**config.mk**
```make
export PLATFORM = sky130hd
export DESIGN_NAME = pipe_stage_elastic
export DESIGN_NICKNAME = d
export VERILOG_FILES = /design/src/rtl/pipe_pkg.sv /design/src/rtl/pipe_entry_reg.sv /design/src/rtl/pipe_stage_elastic.sv
export SDC_FILE = /design/constraint.sdc
export NUM_CORES = 1
export LEC_CHECK = 0
export ABC_AREA = 1
export CAP_MARGIN = 10
export CORE_ASPECT_RATIO = 0.5
export CORE_MARGIN = 8
export CORE_UTILIZATION = 52
export DETAILED_ROUTE_END_ITERATION = 16
export PLACE_DENSITY = 0.81
export SYNTH_ARGS = -nofsm -noshare
export SYNTH_HDL_FRONTEND = slang
export SYNTH_HIERARCHICAL = 1
export SYNTH_SLANG_ARGS = --single-unit
```
**constraint.sdc**
```tcl
create_clock -name clk -period 1.55 [get_ports clk]
set_input_delay 0.155 -clock clk [delete_from_list [all_inputs] [get_ports clk]]
set_output_delay 0.155 -clock clk [all_outputs]
set_load 0.05 [all_outputs]
```
**src/rtl/pipe_pkg.sv**
```systemverilog
// Shared definitions for the elastic pipeline stage: control-bundle field layout
// and the occupancy state encoding.
package pipe_pkg;

    localparam int PIPE_CTRL_W = 11;

    // Control bundle field offsets; bits above ALUOP are reserved.
    localparam int CTRL_WMEM     = 0;
    localparam int CTRL_RMEM     = 1;
    localparam int CTRL_WREG     = 2;
    localparam int CTRL_WPC      = 3;
    localparam int CTRL_JMP_LO   = 4;
    localparam int CTRL_JMP_W    = 2;
    localparam int CTRL_ALUOP_LO = 6;
    localparam int CTRL_ALUOP_W  = 3;

    typedef enum logic [1:0] {
        OCC_EMPTY = 2'd0,
        OCC_ONE   = 2'd1,
        OCC_TWO   = 2'd2
    } occ_t;

endpackage

```
**src/rtl/pipe_entry_reg.sv**
```systemverilog
// One pipeline entry: a plain register with load enable and synchronous
// active-low clear.
module pipe_entry_reg #(
    parameter int W = 8
) (
    input  logic         clk,
    input  logic         rst,
    input  logic         load,
    input  logic [W-1:0] d,
    output logic [W-1:0] q
);

    logic [W-1:0] q_reg;

    always_ff @(posedge clk) begin
        if (!rst) begin
            q_reg <= '0;
        end else if (load) begin
            q_reg <= d;
        end
    end

    assign q = q_reg;

endmodule

```
**src/rtl/pipe_stage_elastic.sv**
```systemverilog
// Elastic inter-stage pipeline register: main entry plus one skid entry, with
// registered in_ready, flush and squashing of side-effect controls on bubbles.
module pipe_stage_elastic
    import pipe_pkg::*;
#(
    parameter int                DATA_W           = 32,
    parameter int                REG_W            = 4,
    parameter int                NUM_SRC          = 2,
    parameter int                CTRL_W           = PIPE_CTRL_W,
    parameter logic [CTRL_W-1:0] SIDE_EFFECT_MASK = 11'h7FF
) (
    input  logic                      clk,
    input  logic                      rst,
    input  logic                      flush,
    input  logic                      in_valid,
    output logic                      in_ready,
    input  logic [CTRL_W-1:0]         in_ctrl,
    input  logic [NUM_SRC*DATA_W-1:0] in_data,
    input  logic [NUM_SRC*REG_W-1:0]  in_src,
    input  logic [REG_W-1:0]          in_dest,
    output logic                      out_valid,
    input  logic                      out_ready,
    output logic [CTRL_W-1:0]         out_ctrl,
    output logic [NUM_SRC*DATA_W-1:0] out_data,
    output logic [NUM_SRC*REG_W-1:0]  out_src,
    output logic [REG_W-1:0]          out_dest,
    output logic [1:0]                occupancy
);

    localparam int ENTRY_W = CTRL_W + NUM_SRC*DATA_W + NUM_SRC*REG_W + REG_W;

    occ_t               occ_reg, occ_next;
    logic               in_ready_reg, in_ready_next;
    logic               main_load, skid_load, main_from_skid;
    logic [ENTRY_W-1:0] in_entry, main_d, main_q, skid_q;
    logic [CTRL_W-1:0]  main_ctrl;
    logic               in_xfer, out_xfer;

    assign in_entry = {in_ctrl, in_data, in_src, in_dest};
    assign in_xfer  = in_valid & in_ready_reg;
    assign out_xfer = out_valid & out_ready;

    always_ff @(posedge clk) begin
        if (!rst) begin
            occ_reg      <= OCC_EMPTY;
            in_ready_reg <= 1'b1;
        end else begin
            occ_reg      <= occ_next;
            in_ready_reg <= in_ready_next;
        end
    end

    always_comb begin
        occ_next       = occ_reg;
        main_load      = 1'b0;
        skid_load      = 1'b0;
        main_from_skid = 1'b0;
        if (flush) begin
            occ_next = OCC_EMPTY;
        end else begin
            case (occ_reg)
                OCC_EMPTY: begin
                    if (in_xfer) begin
                        occ_next  = OCC_ONE;
                        main_load = 1'b1;
                    end
                end
                OCC_ONE: begin
                    if (in_xfer && !out_xfer) begin
                        occ_next  = OCC_TWO;
                        skid_load = 1'b1;
                    end else if (!in_xfer && out_xfer) begin
                        occ_next = OCC_EMPTY;
                    end else if (in_xfer && out_xfer) begin
                        main_load = 1'b1;
                    end
                end
                OCC_TWO: begin
                    if (out_xfer) begin
                        occ_next       = OCC_ONE;
                        main_load      = 1'b1;
                        main_from_skid = 1'b1;
                    end
                end
                default: occ_next = OCC_EMPTY;
            endcase
        end
        // Ready is a register, so decide it from where we are going, not where we are.
        in_ready_next = (occ_next != OCC_TWO);
    end

    assign main_d = main_from_skid ? skid_q : in_entry;

    pipe_entry_reg #(.W(ENTRY_W)) u_main (
        .clk  (clk),
        .rst  (rst),
        .load (main_load),
        .d    (main_d),
        .q    (main_q)
    );

    pipe_entry_reg #(.W(ENTRY_W)) u_skid (
        .clk  (clk),
        .rst  (rst),
        .load (skid_load),
        .d    (in_entry),
        .q    (skid_q)
    );

    assign {main_ctrl, out_data, out_src, out_dest} = main_q;

    assign out_valid = (occ_reg != OCC_EMPTY);
    assign out_ctrl  = out_valid ? main_ctrl : (main_ctrl & ~SIDE_EFFECT_MASK);
    assign in_ready  = in_ready_reg;
    assign occupancy = occ_reg;

endmodule
```
==> reports/qor.yml, run 1 <==
power_and_ir_drop:
  ir_worst_vdd_uv: 715.7
  internal_power_mw: 8.087
  seqPwrFrac: 0.426
  switchingPower_mw: 3.301
  switching_share: 0.2899
  powerDensity_mw_per_mm2: 903.8
  pwr-share-comb: 0.192
  clock_power_share: 0.383
  power_mw: 11.39
  p_leak_nw: 6.142
cts:
  tritoncts: "yes"
  clk_path_buf_depth: 2
  cts-root-buf: "clkbuf_16"
  clk_latency_ps: 430
  cts_max_level: 4
  cts.clk_slew.worst_paths_ps: 70
  cts_inserted_buffers: 17
  hold_buffers: 0
  cts.sinks: 177
synthesis:
  synth_top_cells_by_area: "dfxtp_1, nand2_1, nor2_1"
  synth_seq_cells: 177
  synthMostInstantiatedCell: "nand2_1"
  postSynthAreaPerCell_um2: 6.238
  synth.distinct_cells: 16
  synth_warnings: 6
  syn_nets: 1527
  ys_seq_area_frac: 0.3959
  synth_top_area_cell: "dfxtp_1"
  synth_top_area_frac: 0.3959
  netlist_area_mm2: 0.008951
  async_flop_share: 0
  synth_edf_count: 0
  synth_cells: 1435
  synth_top_flop_cell: "dfxtp_1"
  ys_top_cells_by_count: "nand2_1, nor2_1, inv_1"
detailed_routing:
  drt_first_iter_violations: 641
  wire_per_inst_um: 13.76
  drt-pass1-iter-count: 8
  wirelength_mm: 26.03
  vias: 8888
  drc: 0
  via_per_inst: 4.700
  drtAntennaViolNets: 0
setup_path:
  cp.depth: 11
  rr_startpoint: "occupancy[1]"
  worst_path_max_delay_cell: "dfxtp_4"
  end_kind: "flip-flop"
  critical_path_class: "flip-flop to flip-flop"
  worst_ep_arrival_time_ps: 2080
  crit_family: "simple AND/OR/NAND/NOR gates"
  startpoint: "occupancy[1]"
  cp-endpoint: "u_main/q[44]"
  crit_buf_inv: 5
  r2r-end: "u_main/q[44]"
  crit_fanout: 9
  crit_required_ps: 1900
  slowest_delay_ps: 370
  crit_chain: "inv_4 -> buf_6 -> nor2_4 -> nand3_4 -> buf_12 -> buf_12 -> o21ai_2 -> inv_1 -> nand2_1 -> nand2_1 -> nor2_1"
  crit_path_start_kind: "flip-flop"
  rr_worst_depth: 11
  r2r_slack_ps: -180
min_path:
  hp-class: "input port to flip-flop"
sta:
  finalWorstSetupSlack_ps: -176.2
  hold_viol: 0
  tns_ps: -1402
  rsz0062_at_grt: "yes"
  period_needed_ps: 1726
  clock-skew-final_ps: 15.45
  tightest_slew_ps: 455.3
  fin_crit_sh: 1.114
  relSlewSlack: 0.6965
  setup-violations-final: 57
  finalMaxSlewViolations: 0
  max_freq_mhz: 579.3
global_route:
  grt_pass1_wl_mm: 37.30
  overflow: 0
  grt_pass1_vias: 7956
  antenna_found_initial: 1
  grt_max_degree: 96
  grt.total_usage: 0.2047
die:
  start_util: 0.5234
  die_w_um: 201.5
  io_pins: 183
  dieArea_mm2: 0.02192
  rows: 34
  fp.coreArea_mm2: 0.01710
  fp.dieH_um: 108.8
run_status:
  status: "finished with violations"
  violations: "negative setup slack"
placement:
  pre_cts_slack_ps: -162.4
  routabilityCongestion: 0.8061
  hpwl_mm: 15.42
  port_buffers: 182
  placed_cell_area_mm2: 0.01102
final_layout:
  diodes: 0
  drive_gt1_frac: 0.1967
  nets: 1736
  area_growth_pct: 40.76
  finalInstanceArea_mm2: 0.01260
job:
  maxCapViolCount: 0
-- final cells by class --
| class | instances | area, um2 |
|---|---|---|
| clock inverters | 11 | 128.9 |
| multi-input cells | 901 | 3976 |
| clock buffers | 21 | 460.4 |
| repair buffers | 268 | 3134 |
| well taps | 234 | 292.8 |
| fillers | 1300 | 4502 |
| inverters | 279 | 1055 |
| flip-flops and latches | 177 | 3552 |
-- logic make-up after synthesis --
logic type      share of synthesized area
buf+inv                            0.1785
simple gates                       0.3434
compound gates                    0.08219
flops                              0.3959
-- what timing repair did --
action,4_1_cts,5_1_grt
resized for setup,37,44
cloned,4,25
buffers inserted,7,4
endpoints found under the setup margin,11,175
pin swaps,6,6
-- power by group through the flow --
| stage | clock network (mW) | registers (mW) | logic (mW) |
|---|---|---|---|
| 6_report | 4.36 | 4.85 | 2.18 |
| 5_1_grt | 4.63 | 4.87 | 2.36 |
| 4_1_cts | 4.44 | 4.84 | 2.10 |
| 3_5_place_dp | 0 | 4.95 | 2.00 |
| 3_3_place_gp | 0 | 4.94 | 1.97 |
| 2_1_floorplan | 0 | 5.42 | 0.814 |
-- metrics by stage --
step / cells / hold WS [ps] / util
after floorplan: 1435 / 256.4 / -
after global placement: 1820 / 456.5 / 0.6442
after detailed placement: 1820 / 462.4 / 0.6442
after CTS: 1863 / 192.4 / 0.6953
after global routing: 1891 / 207.8 / 0.7368
final: 1891 / 205.0 / 0.7368
-- worst reg2reg max path, stage by stage (launching register included) --
cell	delay, ps
dfxtp_4	370
inv_4	40
buf_6	120
nor2_4	110
nand3_4	110
buf_12	180
buf_12	150
o21ai_2	140
inv_1	80
nand2_1	110
nand2_1	100
nor2_1	140
-- layer usage --
metal / vias up / share of wire / global-route usage
li1: 4506 / - / -
met1: 4047 / 0.44 / 0.2526
met2: 296 / 0.47 / 0.3519
met4: 2 / 0.013 / 0.04925
met5: - / 0.00050 / 0
met3: 37 / 0.073 / 0.06139
-- placed cells by master (no fill, tap or decap), types with 3 or more instances in the layout --
cell type        instances
buf_12                  26
buf_16                   3
buf_4                   97
buf_6                   21
buf_8                   11
clkbuf_16               37
clkdlybuf4s50_1         90
clkinvlp_4               3
dfxtp_1                174
inv_1                  275
inv_6                    3
nand2_1                435
nand2_2                  9
nor2_1                 349
nor2_4                  15
o21ai_1                  3
o21ai_2                 83
-- how the worst min path moves through the flow --
stage,from,to,slack [ps],cells after the start
6_report,rst,in_ready,210,3
5_1_grt,rst,u_main/q[31],210,4
4_1_cts,rst,u_main/q[27],190,4
3_5_place_dp,u_main/q[74],u_main/q[74],460,2
3_3_place_gp,u_skid/q[44],u_skid/q[44],460,2
2_1_floorplan,rst,occupancy[0],260,2
Power figures use the tool's default switching activity.
==> run 2: changes to the inputs <==
--- a/config.mk
+++ b/config.mk
@@ -9,9 +9,9 @@
 export CAP_MARGIN = 10
 export CORE_ASPECT_RATIO = 0.5
 export CORE_MARGIN = 8
-export CORE_UTILIZATION = 52
+export CORE_UTILIZATION = 56
 export DETAILED_ROUTE_END_ITERATION = 16
-export PLACE_DENSITY = 0.81
+export PLACE_DENSITY = 0.86
 export SYNTH_ARGS = -nofsm -noshare
 export SYNTH_HDL_FRONTEND = slang
 export SYNTH_HIERARCHICAL = 1
==> constraint.sdc (replaced) <==
create_clock -name clk -period 2.2 [get_ports clk]
set_input_delay 0.22 -clock clk [delete_from_list [all_inputs] [get_ports clk]]
set_output_delay 0.22 -clock clk [all_outputs]
set_load 0.05 [all_outputs]
==> reports/qor.yml, run 2 (synthesis gave the netlist of run 1 again) <==
sta:
  max_freq_mhz: 469.6
  period_needed_ps: 2129
  relSlewSlack: 0.6268  # -0.06971
  hold_viol: 0  # unchanged
  tightest_slew_ps: 558.1  # +102.8 ps
  clock-skew-final_ps: 9.479  # -5.976 ps
  setup-violations-final: 0  # -100%
  rsz0062_at_grt: "no"
  tns_ps: 0  # +1402 ps
  finalMaxSlewViolations: 0  # unchanged
  fin_crit_sh: 0.9679
min_path:
  min_from: "rst"
  min_path_cells: 2  # -1
  hp-class: "input port to flip-flop"
  hold_end: "in_ready"
setup_path:
  rr_worst_depth: 10  # -1
  worst_ep_arrival_time_ps: 1910  # -170 ps
  critical_path_class: "flip-flop to output pin"
  r2r_slack_ps: 460  # +640 ps
  crit_required_ps: 1980  # +80 ps
  crit_fanout: 6  # -3
  rr_startpoint: "occupancy[1]"
  end_kind: "output pin"
  crit_chain: "inv_1 -> nand2_1 -> clkdlybuf4s50_1"
  r2r-end: "u_main/q[66]"
  crit_path_start_kind: "flip-flop"
  slowest_delay_ps: 820  # +450 ps
  worst_path_max_delay_cell: "clkdlybuf4s50_1"
final_layout:
  multi_input_area_mm2: 0.003832  # -3.6%
  finalInstanceArea_mm2: 0.01141  # -9.4%
  drive_gt1_frac: 0.09137  # -0.1054
  diodes: 0  # unchanged
  final_common_cell: "nand2_1"
  regArea_mm2: 0.003543  # -0.25%
  area_growth_pct: 27.51
  nets: 1666  # -4.0%
  final_cell_mix: "nand2_1, nor2_1, inv_1, dfxtp_1, clkdlybuf4s50_1"
  nFillCells: 1256  # -3.4%
die:
  rows: 32  # -5.9%
  dieArea_mm2: 0.02053  # -6.3%
  start_util: 0.5762  # +0.05278
  fp.coreArea_mm2: 0.01553  # -9.2%
  die_w_um: 194.8  # -3.3%
  io_pins: 183  # unchanged
  fp.dieH_um: 105.4  # -3.1%
detailed_routing:
  vias: 8258  # -7.1%
  via_per_inst: 4.611  # -1.9%
  drt-pass1-iter-count: 5  # -3
  wire_per_inst_um: 11.88  # -14%
  drtAntennaViolNets: 0  # unchanged
  drc: 0  # unchanged
  drt_first_iter_violations: 398  # -38%
  wirelength_mm: 21.27  # -18%
cts:
  cts.sinks: 177  # unchanged
  clk_path_buf_depth: 2  # unchanged
  clk_latency_ps: 420  # about the same
  postCtsSetupRepairBufs: 0  # -7
  hold_buffers: 0  # unchanged
  cts-root-buf: "clkbuf_16"
  cts_inserted_buffers: 17  # unchanged
  cts_max_level: 4  # unchanged
  tritoncts: "yes"
  ctsResizeCount: 0  # -100%
  cts.clk_slew.worst_paths_ps: 70  # about the same
placement:
  placed_cell_area_mm2: 0.01077  # -2.3%
  routabilityCongestion: 0.7656  # -5.0%
  hpwl_mm: 14.76  # -4.3%
  port_buffers: 182  # unchanged
job:
  maxCapViolCount: 0  # unchanged
global_route:
  grt_pass1_vias: 8040  # +1.1%
  busiest_layer: "met2"
  use_met1: 0.2242  # -0.02842
  overflow: 0  # unchanged
  grt_max_degree: 105  # +9.4%
  grt_pass1_wl_mm: 35.91  # -3.7%
  grt.total_usage: 0.2034  # -0.001307
  met3_usage: 0.05363  # -0.007754
  antenna_found_initial: 0  # -1
  gr-usage-met2: 0.3786  # +0.02675
power_and_ir_drop:
  p_leak_nw: 5.448  # -11%
  ir_worst_vdd_uv: 587.0  # -18%
  power_mw: 8.130  # -29%
  powerDensity_mw_per_mm2: 712.3  # -21%
run_status:
  status: "completed"
[run 2: changes by cell type in the layout (fill, tap and decap cells not counted), moves of 4 or more]
cell / change
buf_12: -12
buf_4: -83
buf_6: -21
buf_8: -11
clkbuf_16: -20
clkdlybuf4s50_1: +80
clkinv_2: +4
nand2_1: +11
nand2_2: -9
nor2_1: +12
nor2_4: -12
[run 2: final cells by class]
cell class / count / area share
well taps: 204 / 0.02236
repair buffers: 198 / 0.1829
clock buffers: 18 / 0.03848
clock inverters: 14 / 0.01831
inverters: 279 / 0.09176
flip-flops and latches: 177 / 0.3105
multi-input cells: 901 / 0.3358
[run 2: layer usage]
layer / part of all wire / vias up
li1: - / 4349
met1: 0.41 / 3720
met2: 0.52 / 156
met3: 0.049 / 33
met4: 0.020 / 0
met5: 0 / -
[run 2: how the worst max path moves through the flow]
stage	startpoint	slack, ps	to	cells after the start
floorplan	occupancy[0]	-150	out_ctrl[0]	5
global placement	flush	310	u_main/q[51]	10
detailed placement	in_valid	230	u_skid/q[56]	9
CTS	occupancy[0]	60	out_valid	3
global route	occupancy[0]	5	out_valid	3
finish	occupancy[0]	70	out_valid	3
[run 2: worst max-delay path, delay by kind of cell (launching register included)]
family / cells / cell delay (ps)
buffers and inverters: 2 / 910
DFF: 1 / 470
and+or+nand+nor: 1 / 110
[run 2: per-stage QoR]
stage | utilization | setup WS [ps] | cells | hold slack, ps
3_5_place_dp | 0.6930 | 234.3 | 1759 | 462.2
2_1_floorplan | - | -153.5 | 1435 | 325.2
5_1_grt | 0.7347 | 5.481 | 1791 | 245.6
3_3_place_gp | 0.6930 | 310.1 | 1759 | 456.6
4_1_cts | 0.7347 | 63.40 | 1791 | 229.0
6_report | 0.7347 | 70.63 | 1791 | 241.0
[run 2: power by group]
part / leakage (nW) / internal [mW] / switching, mW
clock: 0.320 / 2.05 / 1.28
sequential: 1.44 / 3.34 / 0.0743
combinational: 3.68 / 0.540 / 0.850
==> RTL edit (flow settings as in run 1) <==
`REG_W`: 4 -> 6.
--- a/src/rtl/pipe_stage_elastic.sv
+++ b/src/rtl/pipe_stage_elastic.sv
@@ -6,3 +6,3 @@
     parameter int                DATA_W           = 32,
-    parameter int                REG_W            = 4,
+    parameter int                REG_W            = 6,
     parameter int                NUM_SRC          = 2,
Ports: changed (resized in_dest, in_src, out_dest and out_src); port bits go from 183 to 195. The function was not compared with the original's and may differ.
==> RTL edit against run 1 <==
  * The run still ends with setup timing left
  * Power grew 4.4%
  * Clock skew is 0.0058 ns lower
  * Count of clock-buffer cells in the layout is 3 lower
  * Hold slack improved by 0.066 ns
  * Utilization grew 0.18 points
  * Critical path depth is 1 lower
  * Routed wire length increased by 4.9%
  * Sequential cell count up 12
  * Worst setup slack improved by 0.089 ns
  * Cell area up 6.5%
  * Area after synthesis is 6.5% higher
  * Sequential share of layout area rose by 0.060 points
  * Critical endpoint is now u_skid/q[52]
  * Largest cell class unchanged
  * Largest power group unchanged
==> RTL edit: results (changes against run 1) <==
global_route:
  grt_max_degree: 90  # -6.3%
  grt_pass1_vias: 8479  # +6.6%
  grt_use_met1_pct: 20.4  # -4.8 points
  met2_usage_pct: 36.1  # +0.95 points
  use_met3_pct: 4.07  # -2.1 points
  grtUsageTotal_pct: 18.9  # -1.5 points
timing:
  slew_headroom_pct: 62.2  # -7.4 points
  setup_tns_ns: -3.95  # -2.54 ns
  hold_ws_ns: 0.271  # +0.0660 ns
  setup_viol: 119  # +110%
  finClkSkew_ns: 0.00964  # -0.00582 ns
  timing.final.ws_setup_ns: -0.0874  # +0.0888 ns
pwr:
  powerSeq_mw: 5.17  # +6.6%
  p_total_mw: 11.9  # +4.4%
  net-switching-power_mw: 3.49  # +5.6%
  leakage_nw: 6.67  # +8.6%
  ir_drop_uv: 851  # +19%
place:
  dp_hpwl_mm: 16.1  # +4.3%
  place_area_um2: 11500  # +4.4%
  place_congestion: 0.804  # -0.27%
  place_ws_ns: -0.192  # -0.0299 ns
  dp_cells: 1926  # +5.8%
worst_hold_path:
  hold-path-cell-count: 4  # +1
finish:
  drive_gt1_share_pct: 22.3  # +2.6 points
  fillers: 1363  # +4.8%
  design_area_um2: 13400  # +6.5%
  fin_nets: 1845  # +6.3%
worst_setup_path:
  critPathMaxFanout: 8  # -1
  r2r_cells: 10  # -1
  critical_path.slowest_cell: "dfxtp_2"
  worstPathArrival_ns: 1.95  # -0.13 ns
outcome:
  status: "finished with violations"
  violations: "setup timing"
routing:
  drt_iter0_drc: 500  # -22%
  first_pass_iters: 6  # -2
  via_per_inst: 4.74  # +0.89%
  wl_met1_mm: 11.5  # -0.58%
  routedWlPerCell_um: 13.7  # -0.77%
synthesis:
  syn_avg_cell_area_um2: 6.23  # about the same
  yosys-top-cells-area: "dfxtp_1, nand2_1, nor2_1, inv_1, buf_6"
  ys_seq_area_share_pct: 39.7  # +0.094 points
  synthTopCellsByCount: "nand2_1, nor2_1, inv_1"
  synth_fp_nets: 1628  # +6.6%
RTL edit: cells by family after synthesis:
| family | Yosys count | share of synthesized area [%] |
|---|---|---|
| AOI/OAI and AO/OA | 93 | 6.97 |
| buffers and inverters | 380 | 18.9 |
| and+or+nand+nor | 868 | 34.4 |
| DFF | 189 | 39.7 |
RTL edit: final timing paths:
kind,start,to
setup / recovery,in_ready,u_skid/q[52]
hold / removal,rst,u_main/q[8]
setup reg to reg,in_ready,u_skid/q[52]
hold reg to reg,u_skid/q[44],u_skid/q[44]
RTL edit: cell type report:
cell class / instances / share of cell area (%)
clock buffer: 18 / 3.27
multi-input combinational: 961 / 33.0
clock inverter: 13 / 1.05
sequential: 189 / 28.3
inverter: 297 / 8.36
timing repair buffer: 281 / 23.8
tap: 240 / 2.24
RTL edit: what timing repair did:
action,CTS,global route
resized for setup,18,156
pin swaps,2,80
setup buffers,3,10
endpoints found under the setup margin,11,189
cloned,1,28
